### config.mk
export PLATFORM = sky130hd
export DESIGN_NAME = uart_cmd_parser
export DESIGN_NICKNAME = d
export VERILOG_FILES = /design/src/rtl/uart_cmd_pkg.sv /design/src/rtl/uart_cmd_parser_sync.sv /design/src/rtl/uart_cmd_parser.sv
export SDC_FILE = /design/constraint.sdc
export NUM_CORES = 1
export LEC_CHECK = 0
export BUFFER_PORTS_ARGS = -buffer_cell sky130_fd_sc_hd__buf_2
export CORE_MARGIN = 2
export CORE_UTILIZATION = 30
export CTS_BUF_LIST = sky130_fd_sc_hd__clkbuf_8
export DETAILED_ROUTE_END_ITERATION = 10
export PLACE_DENSITY = 0.56
export RECOVER_POWER = 50
export SKIP_LAST_GASP = 1
export SYNTH_ARGS = -nofsm -noshare
export SYNTH_HDL_FRONTEND = slang
export SYNTH_SLANG_ARGS = --single-unit
### constraint.sdc
create_clock -name clockIN -period 2.4 [get_ports clockIN]
set_clock_uncertainty 0.05 [all_clocks]
set_input_delay 0 -clock clockIN [delete_from_list [all_inputs] [get_ports clockIN]]
set_output_delay 0 -clock clockIN [all_outputs]
set_load 0.01 [all_outputs]
### src/rtl/uart_cmd_pkg.sv
// uart_cmd_pkg: shared state encoding, error codes and frame constants for uart_cmd_parser.
// Frame length depends on CMD_CHECKSUM_EN.
package uart_cmd_pkg;
  localparam logic [2:0] S_IDLE = 3'd0;
  localparam logic [2:0] S_CHAN = 3'd1;
  localparam logic [2:0] S_DHI  = 3'd2;
  localparam logic [2:0] S_DLO  = 3'd3;
  localparam logic [2:0] S_CSUM = 3'd4;
  typedef enum logic [2:0] {
    ST_IDLE = S_IDLE,
    ST_CHAN = S_CHAN,
    ST_DHI  = S_DHI,
    ST_DLO  = S_DLO,
    ST_CSUM = S_CSUM
  } state_t;
  localparam logic [1:0] ERR_NONE    = 2'b00;
  localparam logic [1:0] ERR_TIMEOUT = 2'b01;
  localparam logic [1:0] ERR_RANGE   = 2'b10;
  localparam logic [1:0] ERR_CSUM    = 2'b11;
  localparam logic [7:0] SYNC_BYTE_DEF = 8'hA5;
  localparam int FRAME_LEN_BASE = 4;
  localparam int FRAME_LEN_CSUM = 5;
`ifdef CMD_CHECKSUM_EN
  localparam int FRAME_LEN = FRAME_LEN_CSUM;
`else
  localparam int FRAME_LEN = FRAME_LEN_BASE;
`endif
  function automatic logic [7:0] frame_csum(input logic [7:0] ch, input logic [7:0] hi, input logic [7:0] lo);
    return ch ^ hi ^ lo;
  endfunction
endpackage

### src/rtl/uart_cmd_parser_sync.sv
// sync_rise_detect: 2-FF synchronizer for an asynchronous level plus a one-cycle rising-edge pulse.
module sync_rise_detect (
  input  logic clk,
  input  logic rst_n,
  input  logic i_level,
  output logic o_rise
);
  logic [2:0] r_sh;
  always_ff @(posedge clk or negedge rst_n)
    if (!rst_n) r_sh <= '0;
    else r_sh <= {r_sh[1:0], i_level};
  assign o_rise = r_sh[1] & ~r_sh[2];
endmodule

### src/rtl/uart_cmd_parser.sv
// uart_cmd_parser: assembles sync/channel/delay[/checksum] frames from a UART byte stream.
// Define CMD_CHECKSUM_EN for the 5-byte checksummed frame; default is the 4-byte frame.
module uart_cmd_parser
  import uart_cmd_pkg::*;
#(
  parameter logic [7:0] SYNC_BYTE      = SYNC_BYTE_DEF,
  parameter int         CHANNEL_COUNT  = 16,
  parameter int         CHANNEL_WIDTH  = $clog2(CHANNEL_COUNT),
  parameter int         TIMEOUT_CYCLES = 104_166
) (
  input  logic                     clockIN,
  input  logic                     nResetIN,
  input  logic                     rxReadyIN,
  input  logic [7:0]               rxDataIN,
  output logic                     cmdValidOUT,
  output logic [CHANNEL_WIDTH-1:0] cmdChannelOUT,
  output logic [15:0]              cmdDelayOUT,
  output logic                     errValidOUT,
  output logic [1:0]               errCodeOUT,
  output logic                     busyOUT
);
  localparam int CNT_W = $clog2(TIMEOUT_CYCLES);
`ifdef CMD_CHECKSUM_EN
  localparam state_t ST_LAST = ST_CSUM;
`else
  localparam state_t ST_LAST = ST_DLO;
`endif
  state_t                   r_state;
  logic [7:0]               r_chan;
  logic [7:0]               r_hi;
  logic [CNT_W-1:0]         r_cnt;
  logic                     r_cmd_valid;
  logic [CHANNEL_WIDTH-1:0] r_cmd_chan;
  logic [15:0]              r_cmd_delay;
  logic                     r_err_valid;
  logic [1:0]               r_err_code;
  logic                     w_stb;
  logic                     w_tmo;
  logic                     w_range_bad;
  logic                     w_csum_bad;
  logic [15:0]              w_delay;
  sync_rise_detect u_sync (
    .clk    (clockIN),
    .rst_n  (nResetIN),
    .i_level(rxReadyIN),
    .o_rise (w_stb)
  );
`ifdef CMD_CHECKSUM_EN
  logic [7:0] r_lo;
  assign w_csum_bad = rxDataIN != frame_csum(r_chan, r_hi, r_lo);
  assign w_delay    = {r_hi, r_lo};
`else
  assign w_csum_bad = 1'b0;
  assign w_delay    = {r_hi, rxDataIN};
`endif
  assign w_tmo       = (r_state != ST_IDLE) && (r_cnt == CNT_W'(TIMEOUT_CYCLES - 1));
  assign w_range_bad = {1'b0, r_chan} >= 9'(CHANNEL_COUNT);
  // A byte arriving on the terminal count wins over the timeout.
  always_ff @(posedge clockIN or negedge nResetIN)
    if (!nResetIN) begin
      r_state     <= ST_IDLE;
      r_chan      <= '0;
      r_hi        <= '0;
`ifdef CMD_CHECKSUM_EN
      r_lo        <= '0;
`endif
      r_cnt       <= '0;
      r_cmd_valid <= 1'b0;
      r_cmd_chan  <= '0;
      r_cmd_delay <= '0;
      r_err_valid <= 1'b0;
      r_err_code  <= ERR_NONE;
    end else begin
      r_cmd_valid <= 1'b0;
      r_err_valid <= 1'b0;
      r_err_code  <= ERR_NONE;
      r_cnt       <= (r_state == ST_IDLE || w_stb) ? '0 : r_cnt + 1'b1;
      if (w_stb) begin
        case (r_state)
          ST_IDLE: r_state <= (rxDataIN == SYNC_BYTE) ? ST_CHAN : ST_IDLE;
          ST_CHAN: begin
            r_chan  <= rxDataIN;
            r_state <= ST_DHI;
          end
          ST_DHI: begin
            r_hi    <= rxDataIN;
            r_state <= ST_DLO;
          end
`ifdef CMD_CHECKSUM_EN
          ST_DLO: begin
            r_lo    <= rxDataIN;
            r_state <= ST_CSUM;
          end
`endif
          ST_LAST: begin
            r_state <= ST_IDLE;
            if (w_csum_bad) begin
              r_err_valid <= 1'b1;
              r_err_code  <= ERR_CSUM;
            end else if (w_range_bad) begin
              r_err_valid <= 1'b1;
              r_err_code  <= ERR_RANGE;
            end else begin
              r_cmd_valid <= 1'b1;
              r_cmd_chan  <= r_chan[CHANNEL_WIDTH-1:0];
              r_cmd_delay <= w_delay;
            end
          end
          default: r_state <= ST_IDLE;
        endcase
      end else if (w_tmo) begin
        r_state     <= ST_IDLE;
        r_err_valid <= 1'b1;
        r_err_code  <= ERR_TIMEOUT;
      end
    end
  assign cmdValidOUT   = r_cmd_valid;
  assign cmdChannelOUT = r_cmd_chan;
  assign cmdDelayOUT   = r_cmd_delay;
  assign errValidOUT   = r_err_valid;
  assign errCodeOUT    = r_err_code;
  assign busyOUT       = r_state != ST_IDLE;
endmodule
==> results summary <==
The worst-skew pair later-pin latency is approximately 340 ps. The detailed-route vias per instance is 4.62. The number of buffers added by the clock tree synthesis step is 9.

The detailed router placed 1669 vias in this run. The layout net count is between 200 and 300. The number of nets produced by synthesis came out at approximately 220. The number of endpoints failing setup at the final stage came out at 0. After synthesis, the share of flip-flops with an asynchronous set or reset is 1.00. The checks that failed: capacitance limit, slew limit. After clock tree synthesis, the setup repair step added 0 buffers. The overall fraction of global-route tracks in use is 0.112.

Counting instances, the worst hold path has a depth of 2. The vertical die dimension came out at about 100 µm. The core box area is just over 0.008 mm².

The post-detailed-routing wire length is ~4800 µm. The combinational family with the most area after synthesis is multiplexers. After synthesis, the most frequently instantiated cells are sky130_fd_sc_hd__dfrtp_1, sky130_fd_sc_hd__mux2_2, sky130_fd_sc_hd__nor2_1, sky130_fd_sc_hd__nand2_1. The cell count after synthesis came out at 198. The number of cells after detailed placement came out at roughly 340. The placement row count came out at 33. The worst min-delay path class is input pin to flip-flop. The path with the worst hold slack has its endpoint at u_sync.r_sh[0].

The max-slew violation total from the final report is 29. The number of enable flip-flop cells after synthesis is 0. Overall power consumption after layout is estimated at around 0.0026 W. The ratio of cells with drive above 1 in the final layout is 0.277.

In this run, post-CTS hold repair placed 10 buffers. The total area of sequential cells is between 0.0015 and 0.002 mm². The via count of the first global-routing pass is ~1600. The number of cells in the finished layout apart from fillers is between 300 and 400. In this run the worst setup path begins at r_cnt[1]. The clock slew seen by the registers of the worst setup and hold paths came out at 70 ps. The area of the multi-input gates is about 990 µm². The synthesized netlist occupies a cell area of around 0.0026 mm².

The normalized max-slew margin is -0.122. The TritonCTS clock tree is yes. The post-cts resize count is 0. Across the VDD grid, the largest voltage drop is between 200 and 300 µV. The hold violation total from the final report is 0. The estimated wirelength of the detail-placed design is about 3200 µm. The worst setup margin is 691 ps. The share of the cycle needed by the critical path after routing is 0.712. The layout-stage area growth over the synthesis result is 21.2%. The global-route wire length before repair is just over 8000 µm. The count of unresolved DRC violations after routing is 0. The maximum clock rate came out at 0.585 GHz. Traced cell by cell, the critical path runs through inv_1, ha_1, nor4b_1, nand4_1, or3_1, a22o_1.

For the worst setup path, the data required time is 2580 ps. The post-placement worst setup slack came out at between 600 and 700 ps. For this run the aggregate overflow at the end of global routing stands at 0. Setup repair after global routing left no endpoint under its margin. The worst setup path is captured at a flip-flop. The tree is rooted in a sky130_fd_sc_hd__clkbuf_8. The number of antenna violations at the first check in global routing came out at 0. The most congested layer reported by global routing is met2. The number of storage elements in the synthesis netlist came out at between 60 and 70. The last weighted congestion value of the routability-driven placer came out at 0.689.

Adding up every negative setup slack in the final design gives 0 ps. The share of the synthesized area in compound gates (AO/OA/AOI/OAI) came to 0.0322. The horizontal die dimension is around 100 µm.

The largest net degree at the start of global routing came out at 35. The Yosys step of the flow raised 0 warnings. The post-synthesis share of cell area spent on xor and xnor gates came out at 0.0336. The flow ran to the end, but the final reports show violations. In this design, the stage delay of the slowest critical-path cell is approximately 400 ps.

The startpoint identified for the worst register-to-register timing path is r_cnt[1]. Before antenna repair, the detailed router went through 6 iterations. The antenna diode count came out at 0.

The count of pins on the block boundary is 36. The critical path is of the flip-flop to flip-flop type. In the synthesized netlist the dominant register cell turns out to be sky130_fd_sc_hd__dfrtp_1.

The number of buffers between clock root and the deepest sink came out at 2. The smallest hold slack is roughly 250 ps. The met1 layer usage reported by global route is 0.144.

The peak fanout along the critical path came out at 4. The worst setup path is launched from a flip-flop. The number of cells on the worst reg-to-reg path is 6. The effective utilization at floorplan came out at 0.314.

The worst path needs between 1500 and 2000 ps of the cycle, external delays included. Of the synthesized area, sequential elements account for 0.596. The met2 usage is 0.162. The adder-cell area share of the yosys netlist is 0.0288. The DRC marker count from the first detailed-route iteration is 32. For this run, global-route usage on met3 was measured as 0.0554. The share of synthesized area in the top cell type comes to 0.596. The cell with the most instances after synthesis is sky130_fd_sc_hd__dfrtp_1. The launch point of the worst hold path is rxReadyIN. The leakage component of the power came out at roughly 1.4 nW. The max-capacitance violation count is 1. At the pin with the least slew margin, the transition time is between 1500 and 2000 ps. The number of buffers added on ports is 35. Once detail routing completed, the nets flagged for antenna violations numbered 0. The deepest level of the CTS H-tree came out at 3.

Of the total synthesized cell area, the portion taken by AND, OR, NAND and NOR gates is 0.132. The floorplan step defined a die boundary enclosing 0.00944 mm². The mean routed wirelength per cell is 13.3 µm. Fill cells in the final layout number approximately 800. The count of distinct cell types in the synthesized netlist came out at 32.

The data arrival time of the critical path is between 1500 and 2000 ps. On the critical path, the stage with the largest delay is an instance of sky130_fd_sc_hd__dfrtp_1. In this run the critical register-to-register path is captured at r_state[0]. Sorting the synthesized cells by area gives the leading types as sky130_fd_sc_hd__dfrtp_1, sky130_fd_sc_hd__mux2_2, sky130_fd_sc_hd__ha_1. The power per standard cell area is 824 mW/mm². A synthesized cell averages ~13 µm². The portion of netlist area occupied by mux cells is 0.156.

The sink count of the clock tree came out at 62. Of all cell types, the one taking the most synthesized area is sky130_fd_sc_hd__dfrtp_1. The register-to-register setup slack is slightly below 700 ps.
## worst max-delay path, delay by kind of cell (launching register included)
kind / cells / cell delay, ps
adders and majority gates: 1 / 120
DFF: 1 / 400
and+or+nand+nor: 3 / 770
buffers and inverters: 1 / 60
AOI/OAI and AO/OA: 1 / 190
## layer usage
layer / share of wire / routed length, µm / up-vias
met2: 0.44 / 2140 / 37
met1: 0.48 / 2320 / 816
met4: 0.015 / 74 / 0
met3: 0.058 / 277 / 5
li1: - / - / 811
met5: 0 / 0 / -
## layout make-up
type / count / share of cell area
clock buffers: 10 / 0.0436
flip-flops and latches: 62 / 0.492
repair buffers: 48 / 0.0884
inverters: 6 / 0.00714
clock inverters: 6 / 0.0123
well taps: 105 / 0.0416
multi-input cells: 124 / 0.315
## power breakdown
group          leakage [nW]  internal [W]  switching [W]  total [W]
Sequential            0.800       0.00123       0.000103    0.00134
Combinational         0.507      0.000229       0.000221   0.000450
Clock                0.0934      0.000398       0.000415   0.000814
## how the worst max path moves through the flow
stage	end	slack, ps	cells past startpoint
detailed placement	r_state[0]	690	6
CTS	r_state[0]	670	6
floorplan	r_state[0]	790	6
global route	r_cnt[5]	330	2
global placement	r_state[0]	730	6
finish	r_state[0]	690	6
## metrics by stage
stage | cell area [µm²] | util
2_1_floorplan | 2600 | -
5_1_grt | 3160 | 0.380
3_3_place_gp | 2910 | 0.351
6_report | 3160 | 0.380
4_1_cts | 3190 | 0.384
3_5_place_dp | 2910 | 0.351
## kinds of logic after synthesis
group,count (synthesis)
simple gates,58
fa+ha+maj,6
compound gates,14
buf+inv,12
mux,36
flops,62
xor+xnor,10
## layout by cell type, fill, tap and decap left out, types with 3 or more instances in the layout
master,instances
sky130_fd_sc_hd__dfrtp_1,62
sky130_fd_sc_hd__mux2_2,36
sky130_fd_sc_hd__clkbuf_1,25
sky130_fd_sc_hd__nor2_1,14
sky130_fd_sc_hd__nand2_1,11
sky130_fd_sc_hd__clkbuf_8,10
sky130_fd_sc_hd__dlygate4sd3_1,10
sky130_fd_sc_hd__buf_2,10
sky130_fd_sc_hd__inv_1,7
sky130_fd_sc_hd__xor2_1,6
sky130_fd_sc_hd__ha_1,6
sky130_fd_sc_hd__a21oi_1,5
sky130_fd_sc_hd__o21ai_0,4
sky130_fd_sc_hd__o31ai_1,4
sky130_fd_sc_hd__nand3_1,4
sky130_fd_sc_hd__xnor2_1,4
sky130_fd_sc_hd__nand4_1,3
sky130_fd_sc_hd__or3_1,3
sky130_fd_sc_hd__or4_1,3
## registers in the layout (all words and copies together), names as in the netlist, 2 cells and up
signal / cells
r_state: 2
errCodeOUT: 2
r_chan: 8
cmdDelayOUT: 16
r_cnt: 17
r_hi: 8
cmdChannelOUT: 4
u_sync.r_sh: 3
Note: power is estimated with default switching activity, not from simulation.
